File: src/rtl/mem_write_checker.sv
// Bring-up self-check: compares core data-memory writes against a loaded table of expected
// (address, data) pairs, in order or any order, with an exempt address window and a timeout.
module mem_write_checker_entry #(
    parameter int ADDR_W = 32,
    parameter int DATA_W = 32
) (
    input  logic              clk,
    input  logic              reset,
    input  logic              we,
    input  logic [ADDR_W-1:0] ld_addr,
    input  logic [DATA_W-1:0] ld_data,
    input  logic [ADDR_W-1:0] dataadr,
    input  logic [DATA_W-1:0] writedata,
    output logic              hit
);
    logic [ADDR_W-1:0] addr;
    logic [DATA_W-1:0] data;

    always_ff @(posedge clk or posedge reset) begin
        if (reset) begin
            addr <= '0;
            data <= '0;
        end else if (we) begin
            addr <= ld_addr;
            data <= ld_data;
        end
    end

    assign hit = (addr == dataadr) && (data == writedata);
endmodule

File: config.mk
export PLATFORM = sky130hd
export DESIGN_NAME = mem_write_checker_entry
export DESIGN_NICKNAME = d
export VERILOG_FILES = /design/src/rtl/mem_write_checker.sv
export SDC_FILE = /design/constraint.sdc
export NUM_CORES = 1
export LEC_CHECK = 0
export ABC_AREA = 1
export BUFFER_PORTS_ARGS = -buffer_cell sky130_fd_sc_hd__buf_4
export CORE_ASPECT_RATIO = 0.9
export CORE_MARGIN = 5
export CORE_UTILIZATION = 53
export DETAILED_ROUTE_END_ITERATION = 16
export HOLD_SLACK_MARGIN = 0.05
export PLACE_DENSITY = 0.88
export RECOVER_POWER = 50
export SETUP_SLACK_MARGIN = 0.3
export SLEW_MARGIN = 20
export SYNTH_ARGS = -nofsm -noshare
export SYNTH_HDL_FRONTEND = slang
export SYNTH_SLANG_ARGS = --single-unit
File: constraint.sdc
create_clock -name clk -period 3 [get_ports clk]
set_input_delay 0.45 -clock clk [delete_from_list [all_inputs] [get_ports clk]]
set_output_delay 0.45 -clock clk [all_outputs]
set_load 0.03 [all_outputs]
==> reports/metrics.yaml <==
power_and_ir_drop:
  power_density_nw_per_um2: 491
  leakage_nw: 2.32
  irDropWorstVdd_mv: 0.400
logic_synthesis:
  synth_flop_cell: "dfrtp_1"
  yosysTopAreaCell: "dfrtp_1"
  synth.distinct_cells: 10
  synthArstFlopShare_pct: 100
  synth_top_area_share_pct: 46.8
  ys_seq_elements: 64
  yosys.area_share.simple_pct: 11.3
  synthTopCellsByCount: "nand2_1, dfrtp_1, xnor2_1"
  yosysWarningCount: 0
  synthCells: 314
  synth_most_common_cell: "nand2_1"
  synth_edf_count: 0
  synth_xor_area_share_pct: 13.8
  syn-num-nets: 445
  yosys.area_share.adder_pct: 0
  seq_area_frac_synth_pct: 46.8
  yosys-mux-area-fraction_pct: 22.2
  synth_top_family_by_area: "multiplexers"
  synth_top_cells_by_area: "dfrtp_1, mux2_4, xnor2_1, nand2_1, mux2_2"
  synth_compound_area_share_pct: 1.46
  synth_area_per_cell_um2: 10.9
  netlist_area_um2: 3420
layout:
  final_util_pct: 75.8
  nets: 582
  n_antenna_cell: 0
  area_delta_synth_final_pct: 37.0
  fill_cells: 440
  drive_gt1_share_pct: 44.0
floorplan:
  dieArea_um2: 8160
  coreArea_um2: 6180
  start_util_pct: 55.3
  die_w_um: 94.7
  num_rows: 27
  die_h_um: 86.2
  top_level_ports: 132
job:
  cap_violations: 0
clock_tree:
  post_cts_buffers: 0
  clock_sinks: 64
  clock-root-buffer: "clkbuf_8"
  path_clk_slew_ns: 0.07
  htree_levels: 3
  numCtsBuffers: 9
  hold_buffers: 0
  clock_path_buffers: 2
  cts_repair_resize_count: 0
  worstSkewPairLatency_ns: 0.33
  cts_tree: "yes"
sta:
  period_share_pct: 69.3
  finalSetupTns_ns: 0
  max_freq_mhz: 481
  finalHoldViolCount: 0
  rsz0062_at_grt: "no"
  finalSetupViolations: 0
  min_period_ns: 2.08
  final_max_slew_viol_count: 0
  worst_slack_ns: 0.920
  skew_ns: 0
  tightest_slew_ns: 1.27
  relSlewSlack_pct: 15.1
placement:
  globalplace.congestion: 0.727
  portBuffers: 131
  dpl_worst_slack_ns: 1.07
  hpwl_um: 6370
critical_path:
  required_ns: 2.55
  end_kind: "output pin"
  startpoint_type: "flop"
  cp_max_fo: 2
  arrival_ns: 1.63
  crit_type: "flop to output pin"
route:
  drtAntennaViolNets: 0
  wl_per_cell_um: 14.9
  num_vias: 2552
  first_pass_iters: 4
  drt_iter0_markers: 74
  vias_per_cell: 4.71
  drc: 0
  drt_wl_total_um: 8060
global_route:
  grt_max_degree: 50
  grt-busiest-layer: "met2"
  use_met1_pct: 23.9
  met3_usage_pct: 6.86
  gr-total-overflow: 0
  grt_pass1_vias: 2926
  track_usage_pct: 20.9
  grt_pass1_wl_um: 13300
  grt_use_met2_pct: 36.7
  antenna_found_initial: 0
min_path:
  hold_path_class: "primary input to flop"
run_status:
  status: "complete, no violations"
[layout make-up]
type                            instances  area, µm²  share of cell area (%)
Multi-Input combinational cell        221       1670                    35.6
Clock inverter                          3       65.1                    1.39
Sequential cell                        64       1600                    34.2
Timing Repair Buffer                  134       1010                    21.5
Tap cell                               87        109                    2.32
Clock buffer                           12        155                    3.31
Inverter                               21       78.8                    1.68
[metrics by stage]
step	std cells	area (µm²)	total power, mW	hold WS, ns
floorplan	314	3420	1.30	0.502
finish	542	4690	2.30	0.316
CTS	542	4700	2.33	0.177
global placement	527	4480	1.47	0.511
global route	542	4690	2.41	0.315
detailed placement	527	4480	1.50	0.518
[placed cells by master (no fill, tap or decap)]
master	netlist	final
buf_4	0	129
nand2_1	82	82
dfrtp_1	64	64
xnor2_1	54	54
mux2_4	40	40
inv_1	21	21
nor2_1	21	21
mux2_2	14	14
clkbuf_8	0	11
o21ai_0	10	10
clkbuf_1	0	3
bufinv_16	0	2
clkinv_2	0	1
clkbuf_4	0	1
clkbuf_2	0	1
buf_12	0	1
[critical path, stage by stage (launching register included)]
cell and delay [ns]:
dfrtp_1 0.39, xnor2_1 0.18, nand2_1 0.08, nor2_1 0.12, nand2_1 0.07, nor2_1 0.15, nand2_1 0.06, nor2_1 0.08
buf_4 0.16
[cells by family (layout without fill, tap and decap cells)]
logic type,after synthesis,in the layout
muxes,54,54
AOI/OAI and AO/OA,10,10
DFF,64,64
buffers and inverters,29,170
xor gates and xnor gates,54,54
and+or+nand+nor,103,103
[worst paths after layout]
check | startpoint | end | slack (ns) | cells after the start
max reg2reg | data[8]$_DFFE_PP0P_ | data[8]$_DFFE_PP0P_ | 2.20 | 1
max in group asynchronous | reset | data[25]$_DFFE_PP0P_ | 1.05 | 3
min reg2reg | data[12]$_DFFE_PP0P_ | data[12]$_DFFE_PP0P_ | 0.53 | 1
min | ld_data[1] | data[1]$_DFFE_PP0P_ | 0.32 | 3
min in group asynchronous | reset | addr[16]$_DFFE_PP0P_ | 0.37 | 2
max | addr[6]$_DFFE_PP0P_ | hit | 0.92 | 8
[power by group]
| part | switching [mW] | internal [mW] | total, mW | leakage, nW |
|---|---|---|---|---|
| combinational | 0.165 | 0.304 | 0.469 | 1.45 |
| clock | 0.315 | 0.508 | 0.822 | 0.112 |
| sequential | 0.0608 | 0.949 | 1.01 | 0.753 |
[state kept, by name (all words and copies together), names as in the netlist]
register	count
addr	32
data	32
[routing by layer]
| layer | vias to the layer above | share of wire, % | routed length [µm] |
|---|---|---|---|
| met5 | - | 0 | 0 |
| met3 | 14 | 8.2 | 659 |
| met1 | 1194 | 39 | 3140 |
| li1 | 1261 | - | - |
| met4 | 0 | 1.7 | 137 |
| met2 | 83 | 51 | 4120 |
Power figures use the tool's default switching activity.
